==> src/rtl/usb_rx_deserializer_pkg.sv <==
// Shared types and constants for the HS USB receive deserializer.
// The optional statistics counters are enabled with USB_RX_STATS_EN.
package usb_rx_pkg;

    typedef enum logic {
        HUNT = 1'b0,
        DATA = 1'b1
    } rx_state_t;

    localparam logic J_LEVEL    = 1'b1;
    localparam int   USB_BYTE_W = 8;

    typedef struct packed {
        logic                  prev_line;
        logic [4:0]            zero_cnt;
        logic [3:0]            ones_cnt;
        logic [2:0]            bit_cnt;
        logic [USB_BYTE_W-1:0] shreg;
        rx_state_t             state;
    } rx_bit_state_t;

    // Idle line is J, so the first K after reset decodes as a zero.
    localparam rx_bit_state_t RX_RESET_STATE = '{
        prev_line: J_LEVEL,
        zero_cnt:  5'd0,
        ones_cnt:  4'd0,
        bit_cnt:   3'd0,
        shreg:     '0,
        state:     HUNT
    };

endpackage

==> src/rtl/usb_rx_deserializer_if.sv <==
// Bit-stream input and byte/packet output bundle of the USB receive deserializer.
// pkt_count/err_count exist only when USB_RX_STATS_EN is defined.
interface usb_rx_deserializer_if;

    logic                             crd;
    logic                             add;
    logic                             drop;
    logic                             rx_active;
    logic                             rx_valid;
    logic [usb_rx_pkg::USB_BYTE_W-1:0] rx_data;
    logic                             rx_eop;
    logic                             rx_err;
`ifdef USB_RX_STATS_EN
    logic [15:0]                      pkt_count;
    logic [15:0]                      err_count;
`endif

    modport master (
        output crd, add, drop,
`ifdef USB_RX_STATS_EN
        input  pkt_count, err_count,
`endif
        input  rx_active, rx_valid, rx_data, rx_eop, rx_err
    );

    modport slave (
        input  crd, add, drop,
`ifdef USB_RX_STATS_EN
        output pkt_count, err_count,
`endif
        output rx_active, rx_valid, rx_data, rx_eop, rx_err
    );

endinterface

==> src/rtl/usb_rx_deserializer_bitstep.sv <==
// Combinational next-state function for one received line bit:
// NRZI decode, SYNC hunt, bit unstuffing and LSB-first byte shifting.
module usb_rx_bitstep
    import usb_rx_pkg::*;
#(
    parameter int SYNC_MIN  = 12,
    parameter int STUFF_LEN = 6
) (
    input  rx_bit_state_t          cur,
    input  logic                   line,
    input  logic                   en,
    output rx_bit_state_t          nxt,
    output logic                   sync_hit,
    output logic                   byte_done,
    output logic [USB_BYTE_W-1:0]  byte_val,
    output logic                   eop
);

    logic d;

    assign d        = (line == cur.prev_line);
    assign byte_val = {d, cur.shreg[USB_BYTE_W-1:1]};

    always_comb begin
        nxt       = cur;
        sync_hit  = 1'b0;
        byte_done = 1'b0;
        eop       = 1'b0;
        if (en) begin
            nxt.prev_line = line;
            case (cur.state)
                HUNT: begin
                    if (!d) begin
                        if (cur.zero_cnt >= 5'(SYNC_MIN)) begin
                            nxt.zero_cnt = 5'(SYNC_MIN);
                        end else begin
                            nxt.zero_cnt = cur.zero_cnt + 5'd1;
                        end
                    end else if (cur.zero_cnt >= 5'(SYNC_MIN)) begin
                        nxt.state    = DATA;
                        nxt.zero_cnt = 5'd0;
                        nxt.bit_cnt  = 3'd0;
                        nxt.ones_cnt = 4'd1;
                        sync_hit     = 1'b1;
                    end else begin
                        nxt.zero_cnt = 5'd0;
                    end
                end
                DATA: begin
                    // A one in the stuff slot cannot be data, so it marks end of packet.
                    if (cur.ones_cnt == 4'(STUFF_LEN)) begin
                        if (!d) begin
                            nxt.ones_cnt = 4'd0;
                        end else begin
                            eop          = 1'b1;
                            nxt.state    = HUNT;
                            nxt.zero_cnt = 5'd0;
                            nxt.ones_cnt = 4'd0;
                            nxt.bit_cnt  = 3'd0;
                        end
                    end else begin
                        nxt.shreg    = byte_val;
                        nxt.ones_cnt = d ? cur.ones_cnt + 4'd1 : 4'd0;
                        nxt.bit_cnt  = cur.bit_cnt + 3'd1;
                        byte_done    = (cur.bit_cnt == 3'(USB_BYTE_W - 1));
                    end
                end
            endcase
        end
    end

endmodule

==> src/rtl/usb_rx_deserializer.sv <==
// HS USB receive deserializer: turns CRD bits (with add/drop slips) into bytes and packet strobes.
// Define USB_RX_STATS_EN to add the pkt_count/err_count statistics outputs.
module usb_rx_deserializer
    import usb_rx_pkg::*;
#(
    parameter int SYNC_MIN  = 12,
    parameter int STUFF_LEN = 6
) (
    input logic                  clock,
    input logic                  reset,
    usb_rx_deserializer_if.slave rx
);

    rx_bit_state_t         st_q, st_mid, st_d;
    logic                  en0, en1;
    logic                  sync0, sync1, done0, done1, eop0, eop1;
    logic [USB_BYTE_W-1:0] val0, val1;
    logic                  byte_cnt_q, byte_cnt_mid, byte_cnt_d;
    logic                  err0, err1;
    logic                  rx_active_q, rx_active_d;
    logic                  rx_valid_q, rx_valid_d;
    logic [USB_BYTE_W-1:0] rx_data_q, rx_data_d;
    logic                  rx_eop_q, rx_eop_d;
    logic                  rx_err_q, rx_err_d;

    // drop wins over add; nothing after an EOP bit is processed in the same cycle.
    assign en0 = ~rx.drop;
    assign en1 = rx.add & ~rx.drop & ~eop0;

    usb_rx_bitstep #(.SYNC_MIN(SYNC_MIN), .STUFF_LEN(STUFF_LEN)) u_bit0 (
        .cur       (st_q),
        .line      (rx.crd),
        .en        (en0),
        .nxt       (st_mid),
        .sync_hit  (sync0),
        .byte_done (done0),
        .byte_val  (val0),
        .eop       (eop0)
    );

    usb_rx_bitstep #(.SYNC_MIN(SYNC_MIN), .STUFF_LEN(STUFF_LEN)) u_bit1 (
        .cur       (st_mid),
        .line      (rx.crd),
        .en        (en1),
        .nxt       (st_d),
        .sync_hit  (sync1),
        .byte_done (done1),
        .byte_val  (val1),
        .eop       (eop1)
    );

    always_comb begin
        byte_cnt_mid = byte_cnt_q;
        if (sync0) begin
            byte_cnt_mid = 1'b0;
        end else if (done0) begin
            byte_cnt_mid = 1'b1;
        end
        byte_cnt_d = byte_cnt_mid;
        if (sync1) begin
            byte_cnt_d = 1'b0;
        end else if (done1) begin
            byte_cnt_d = 1'b1;
        end
        err0        = eop0 & ~byte_cnt_q;
        err1        = eop1 & ~byte_cnt_mid;
        rx_valid_d  = done0 | done1;
        rx_data_d   = done1 ? val1 : (done0 ? val0 : rx_data_q);
        rx_eop_d    = eop0 | eop1;
        rx_err_d    = err0 | err1;
        rx_active_d = (st_d.state == DATA);
    end

    always_ff @(posedge clock) begin
        if (reset) begin
            st_q        <= RX_RESET_STATE;
            byte_cnt_q  <= 1'b0;
            rx_active_q <= 1'b0;
            rx_valid_q  <= 1'b0;
            rx_data_q   <= '0;
            rx_eop_q    <= 1'b0;
            rx_err_q    <= 1'b0;
        end else begin
            st_q        <= st_d;
            byte_cnt_q  <= byte_cnt_d;
            rx_active_q <= rx_active_d;
            rx_valid_q  <= rx_valid_d;
            rx_data_q   <= rx_data_d;
            rx_eop_q    <= rx_eop_d;
            rx_err_q    <= rx_err_d;
        end
    end

    assign rx.rx_active = rx_active_q;
    assign rx.rx_valid  = rx_valid_q;
    assign rx.rx_data   = rx_data_q;
    assign rx.rx_eop    = rx_eop_q;
    assign rx.rx_err    = rx_err_q;

`ifdef USB_RX_STATS_EN
    logic [15:0] pkt_count_q, pkt_count_d;
    logic [15:0] err_count_q, err_count_d;

    always_comb begin
        pkt_count_d = pkt_count_q + {15'd0, rx_eop_d};
        err_count_d = err_count_q + {15'd0, rx_err_d};
    end

    always_ff @(posedge clock) begin
        if (reset) begin
            pkt_count_q <= 16'd0;
            err_count_q <= 16'd0;
        end else begin
            pkt_count_q <= pkt_count_d;
            err_count_q <= err_count_d;
        end
    end

    assign rx.pkt_count = pkt_count_q;
    assign rx.err_count = err_count_q;
`endif

endmodule

==> src/flat_wrapper.sv <==
// flat-port wrapper written by rule: the top's interface ports become plain ports
module usb_rx_deserializer_flat import usb_rx_pkg::*;
#(
    parameter int SYNC_MIN  = 12,
    parameter int STUFF_LEN = 6
)
  (clock, reset, rx_crd, rx_add, rx_drop, rx_rx_active, rx_rx_valid, rx_rx_data, rx_rx_eop, rx_rx_err);
  usb_rx_deserializer_if rx_i ();
  input logic clock;
  input logic reset;
  input wire logic [$bits(rx_i.crd)-1:0] rx_crd;
  input wire logic [$bits(rx_i.add)-1:0] rx_add;
  input wire logic [$bits(rx_i.drop)-1:0] rx_drop;
  output wire logic [$bits(rx_i.rx_active)-1:0] rx_rx_active;
  output wire logic [$bits(rx_i.rx_valid)-1:0] rx_rx_valid;
  output wire logic [$bits(rx_i.rx_data)-1:0] rx_rx_data;
  output wire logic [$bits(rx_i.rx_eop)-1:0] rx_rx_eop;
  output wire logic [$bits(rx_i.rx_err)-1:0] rx_rx_err;
  assign rx_i.crd = rx_crd;
  assign rx_i.add = rx_add;
  assign rx_i.drop = rx_drop;
  assign rx_rx_active = rx_i.rx_active;
  assign rx_rx_valid = rx_i.rx_valid;
  assign rx_rx_data = rx_i.rx_data;
  assign rx_rx_eop = rx_i.rx_eop;
  assign rx_rx_err = rx_i.rx_err;
  usb_rx_deserializer #(.SYNC_MIN(SYNC_MIN), .STUFF_LEN(STUFF_LEN)) u_core (.clock(clock), .reset(reset), .rx(rx_i));
endmodule
==> config.mk <==
export PLATFORM = sky130hd
export DESIGN_NAME = usb_rx_deserializer_flat
export DESIGN_NICKNAME = d
export VERILOG_FILES = /design/src/rtl/usb_rx_deserializer_pkg.sv /design/src/rtl/usb_rx_deserializer_if.sv /design/src/rtl/usb_rx_deserializer_bitstep.sv /design/src/rtl/usb_rx_deserializer.sv /design/src/flat_wrapper.sv
export SDC_FILE = /design/constraint.sdc
export NUM_CORES = 1
export LEC_CHECK = 0
export CAP_MARGIN = 10
export CORE_MARGIN = 5
export CORE_UTILIZATION = 35
export DETAILED_ROUTE_END_ITERATION = 8
export HOLD_SLACK_MARGIN = 0.05
export SLEW_MARGIN = 20
export SYNTH_ARGS = -nofsm -noshare
export SYNTH_HDL_FRONTEND = slang
export SYNTH_SLANG_ARGS = --single-unit
export TNS_END_PERCENT = 100
==> constraint.sdc <==
create_clock -name clock -period 2.9 [get_ports clock]
set_input_delay 0.29 -clock clock [delete_from_list [all_inputs] [get_ports clock]]
set_output_delay 0.29 -clock clock [all_outputs]
set_load 0.01 [all_outputs]
Word-level counts from Yosys, hierarchy flattened
Cells that the tools add are included.

cells by class
  add/subtract/negate cells = 6
  order comparisons = 2
  equality and inequality tests = 6
  mux-type cells = 59
  bitwise operators = 13
  reduce and logical (&&, ||, !) cells = 2

operators by type and width
  kind                                                               number
  two-way mux 8 bit                                                  6
  one-hot mux 12 bit (2 select lines)                                2
  two-way mux 22 bit                                                 2
  two-way mux 7 bit                                                  6
  two-way mux 5 bit                                                  8
  two-way mux 1 bit                                                  29
  adder 5 x 1 -> 5 bit, second input constant                        2
  greater-or-equal comparator 5 x 4 -> 1 bit, second input constant  2
  adder 4 x 1 -> 4 bit, second input constant                        2
  == test 4 x 3 -> 1 bit, second input constant                      2
  two-way mux 4 bit                                                  2
  adder 3 x 1 -> 3 bit, second input constant                        2
  == test 3 bit, second input constant                               2
  two-way mux 3 bit                                                  2
  inverter 1 bit                                                     6
  AND 1 bit                                                          4
  one-hot mux 1 bit (2 select lines)                                 2
  bitwise OR 1 bit                                                   3
  == test 1 bit                                                      2
  nonzero test 2 bit                                                 1
  OR reduction 2 bit                                                 1

storage, ports and cells
  register bits after elaboration = 34
  input port bits = 5
  output and inout bits = 12
  logic and storage cells = 99

Logic depth before layout (Yosys ltp)
  depth after elaboration = 12
  mapped depth = 12

Cells and area by module
From an unflattened synthesis, not the netlist that was laid out.

unflattened totals
  cells, all modules = 279
  area, all modules = 2459.9 µm²

by module, submodules not included
  module               times used  cells each  area an instance (µm²)  seq. area each (µm²)
  usb_rx_bitstep       2           91          653.1                   0.0
  usb_rx_deserializer  1           97          1153.6                  680.7

Worst setup path after synthesis
Ideal clock, no wire load.

  kind = flip-flop to flip-flop
  start = register u_core.st_q[12] in the netlist's numbering
  end = register u_core.rx_data_q[4] (netlist: u_core.rx.rx_data[4])
  library setup time = 88 ps
  data arrival time = 2501 ps
  data required time = 2812 ps
  slack = 311 ps
  cell stages (with the launch flop) = 12
  buffers on the path = 1
  clock period less this slack = 2589 ps
  path through = dfxtp_1 > inv_1 > ha_1 > nand3b_1 > nand2_1 > o32ai_1 > ha_1 > inv_1 > o311ai_4 > buf_6 > nor2_2 > a311oi_2

on the way
  word-level cells in the longest chain between the ends = 10
  elaborated cells on any way between the ends = 27

ends and longest elaborated chain
  item                                                     RTL line                           text
  start: declaration                                       usb_rx_deserializer.sv:14          rx_bit_state_t st_q, st_mid, st_d;
  start signal: assignment                                 usb_rx_deserializer.sv:84          st_q <= st_d;
  adder 4 x 1 -> 4 bit                                     usb_rx_deserializer_bitstep.sv:63  nxt.ones_cnt = d ? cur.ones_cnt + 4'd1 : 4'd0;
  two-way mux 4 bit                                        usb_rx_deserializer_bitstep.sv:63
  two-way mux 7 bit                                        usb_rx_deserializer_bitstep.sv:51  if (cur.ones_cnt == 4'(STUFF_LEN)) begin
  one-hot mux 12 bit (2 select lines)                      usb_rx_deserializer_bitstep.sv:31  case (cur.state)
  two-way mux 22 bit                                       usb_rx_deserializer_bitstep.sv:29  if (en) begin
  == test 4 x 3 -> 1 bit                                   usb_rx_deserializer_bitstep.sv:51
  two-way mux 1 bit                                        usb_rx_deserializer_bitstep.sv:51
  two-way mux 1 bit                                        usb_rx_deserializer_bitstep.sv:31
  two-way mux 1 bit                                        usb_rx_deserializer_bitstep.sv:29
  two-way mux 8 bit or nonzero test 2 bit (tied branches)  --
  end signal: assignment                                   usb_rx_deserializer.sv:88          rx_data_q <= rx_data_d;
  end: declaration                                         usb_rx_deserializer.sv:22          logic [USB_BYTE_W-1:0] rx_data_q, rx_data_d;

Parallel ways exist; a longest one is shown, timed or not.
A chain may end at the register's enable or synchronous reset.

Worst setup path after layout
  start = register u_core.st_q[12] in the netlist's numbering
  end = register u_core.rx_data_q[6] (netlist: u_core.rx.rx_data[6])

Same word-level chain as after synthesis.

==> results.ini <==
[layout]
utilization_pct = 45.3
final_common_cell = dfxtp_1
syn2layout_area_growth_pct = 24.7
fill_cells = 574
insertedDiodeCount = 0
layout-drive-gt1-share_pct = 15.6
final_net_count = 290
layout_common_cells = dfxtp_1, nand2_1, nor2_1

[die]
core_area_um2 = 5540
initial_core_util_pct = 36.3
num_rows = 27
dieWidth_um = 85.8
ios = 17
die_area_um2 = 7370
die_height_um = 85.8

[grt]
grt_pass1_wl_mm = 8.79
antenna_found_initial = 0
grt.overflow.total = 0
grt_pass1_vias = 1845
grt_max_degree = 25
grtUsageTotal_pct = 15.0

[drt]
drt_first_pass_iters = 5
avgRoutedWirePerCell_um = 14.9
routed_via_density = 5.52
drt_iter0_drc = 103
remaining_drc_errors = 0
wirelength_mm = 5.20
num_vias = 1922
ant_nets = 0

[placed_design]
post-dp-hpwl_mm = 3.84
gp_congestion = 0.866
portBuffers = 16
place_ws_ps = -114

[setup_path]
critPathSlowestCell = and3b_1
cp-end-kind = flop
setup.worst_path.class = flop to flop
critPathLaunchType = flop
startpoint = u_core.st_q[12]
cp.required_ps = 3100
cp_common_cell = ha_1
cpPeakStageDelay_ps = 330
r2r-start = u_core.st_q[12]
crit_chain = inv_1 -> ha_1 -> and3b_1 -> a21oi_1 -> o21ai_1 -> mux2_2 -> ha_1 -> ha_1 -> o311ai_4 -> buf_12 -> and3_1 -> a311oi_1
arrival_ps = 2850
crit_fanout = 16

[clock_network]
cts_inserted_buffers = 5
cts-root-buf = clkbuf_8
clk_latency_ps = 290
clk_pin_slew_worst_paths_ps = 70
cts_tree = done
h-tree-depth = 2
cts_max_path_buffers = 2
clock-sinks = 33

[yosys]
synth_cell_types = 59
synth_edf_count = 0
synth.avg_cell_area_um2 = 8.46
synth_seq_area_share_pct = 32.8
synthesis.nets = 253
synthArstFlopShare_pct = 0
yosys_most_used_dff = dfxtp_1
synth-seq-cells = 33
yosysWarnings = 0
syn_area_um2 = 2010
syn_inst = 238

[timing]
rsz0062_at_grt = no
relSlewSlack_pct = 37.3
setup_violations = 0
worstMarginPinSlew_ps = 929
period_share_pct = 91.5
fmax_ghz = 0.377
min_period_ps = 2650
drv_slew = 0
fin_skew_ps = 3.51
setup_ws_ps = 246
hold_viol = 0

[job]
maxCapViolCount = 0

[pwr]
power_density_nw_per_um2 = 389
leakage_nw = 0.992
power_frac_seq_pct = 46.8
p_sw_uw = 215
p_clk_share_pct = 46.9
fin_total_pwr_uw = 978
switching_share_pct = 22.0
p_int_uw = 762
ir_drop_mv = 0.257
comb_power_share_pct = 6.3

[min_path]
hp-start = u_core.rx.rx_data[3]
hold_path.class = flop to flop

[run_status]
status = finished clean

==> registers in the layout, indices dropped and copies added (netlist names) <==
register / cells
u_core.byte_cnt_q: 1
u_core.rx.rx_data: 8
u_core.rx.rx_eop: 1
u_core.rx.rx_err: 1
u_core.rx.rx_valid: 1
u_core.st_q: 21
==> power by group through the flow <==
stage | logic, mW | registers (mW) | clock network [mW]
after floorplan | 0.0340 | 0.468 | 0
after global placement | 0.0612 | 0.468 | 0
after detailed placement | 0.0614 | 0.468 | 0
after CTS | 0.0617 | 0.458 | 0.474
after global routing | 0.0670 | 0.458 | 0.491
final | 0.0616 | 0.458 | 0.459
==> what timing repair did <==
item	CTS	global route
resized for setup	0	1
setup endpoints to repair	0	4
hold endpoints to repair	0	0
buffers inserted	0	0
hold buffers	0	0
==> cells in the mapped netlist, types with 2 or more instances <==
cell | count | area share [%]
o211ai_1 | 3 | 1.1
a21o_1 | 2 | 0.75
a22o_1 | 4 | 1.7
nor3_1 | 6 | 1.5
o21ai_0 | 17 | 4.2
nand2_1 | 32 | 6.0
ha_1 | 10 | 6.2
a21oi_1 | 16 | 4.0
and3_1 | 8 | 2.5
nor2_1 | 21 | 3.9
nand4_1 | 2 | 0.62
o32ai_1 | 2 | 0.87
o21a_1 | 3 | 1.1
dfxtp_1 | 33 | 33
a311oi_1 | 6 | 2.6
o211a_1 | 2 | 0.99
inv_1 | 10 | 1.9
o21ai_1 | 2 | 0.50
nand2b_1 | 3 | 0.93
mux2_2 | 2 | 1.1
nor3b_1 | 2 | 0.75
a32oi_1 | 2 | 0.87
nor2b_1 | 5 | 1.6
clkbuf_1 | 4 | 0.75
and2_1 | 4 | 1.2
a211oi_1 | 2 | 0.75
a32o_1 | 2 | 0.99
nand3_1 | 2 | 0.50
==> worst max-delay path: cells and delay by family, from the launching register on <==
kind / cells / cell delay, ps
compound gates: 4 / 730
fa+ha+maj: 3 / 540
simple gates: 2 / 470
flops: 1 / 310
buf+inv: 2 / 250
mux: 1 / 240
==> layer usage <==
layer  vias up  track usage, %  part of all wire (%)
met1       909            20.0                    48
met4         0            5.61                   1.2
met2        46            23.7                    46
li1        962               -                     -
met3         5            3.46                   4.9
met5         -               0                     0
==> cell families after synthesis <==
family / after synthesis / synth area share (%)
DFF: 33 / 32.8
AOI/OAI and AO/OA: 81 / 31.1
muxes: 4 / 2.36
adders and majority gates: 10 / 6.22
xor gates and xnor gates: 2 / 1.80
and+or+nand+nor: 92 / 22.3
buffers and inverters: 16 / 3.42
==> path summary, 6_finish.rpt <==
| kind | slack (ps) | endpoint | depth (start not counted) |
|---|---|---|---|
| setup / recovery | 250 | u_core.rx.rx_data[6] | 12 |
| hold / removal | 490 | u_core.rx.rx_data[3] | 2 |
| setup reg to reg | 250 | u_core.rx.rx_data[6] | 12 |
| hold reg to reg | 490 | u_core.rx.rx_data[3] | 2 |
==> cell type report <==
cell class | count | area (um2) | share of cell area (%)
clock buffers | 7 | 86.3 | 3.44
clock inverters | 1 | 30.0 | 1.20
inverters | 10 | 37.5 | 1.49
multi-input cells | 189 | 1280 | 51.1
flip-flops and latches | 33 | 661 | 26.3
well taps | 72 | 90.1 | 3.59
repair buffers | 36 | 323 | 12.9
==> stage by stage <==
step / cells / setup TNS (ps) / hold slack [ps] / instance area, um2
CTS: 348 / 0 / 494 / 2510
finish: 348 / 0 / 492 / 2510
global route: 348 / 0 / 515 / 2510
detailed placement: 340 / -230 / 472 / 2390
floorplan: 238 / 0 / 415 / 2010
global placement: 340 / 0 / 469 / 2390
Power figures use the tool's default switching activity.
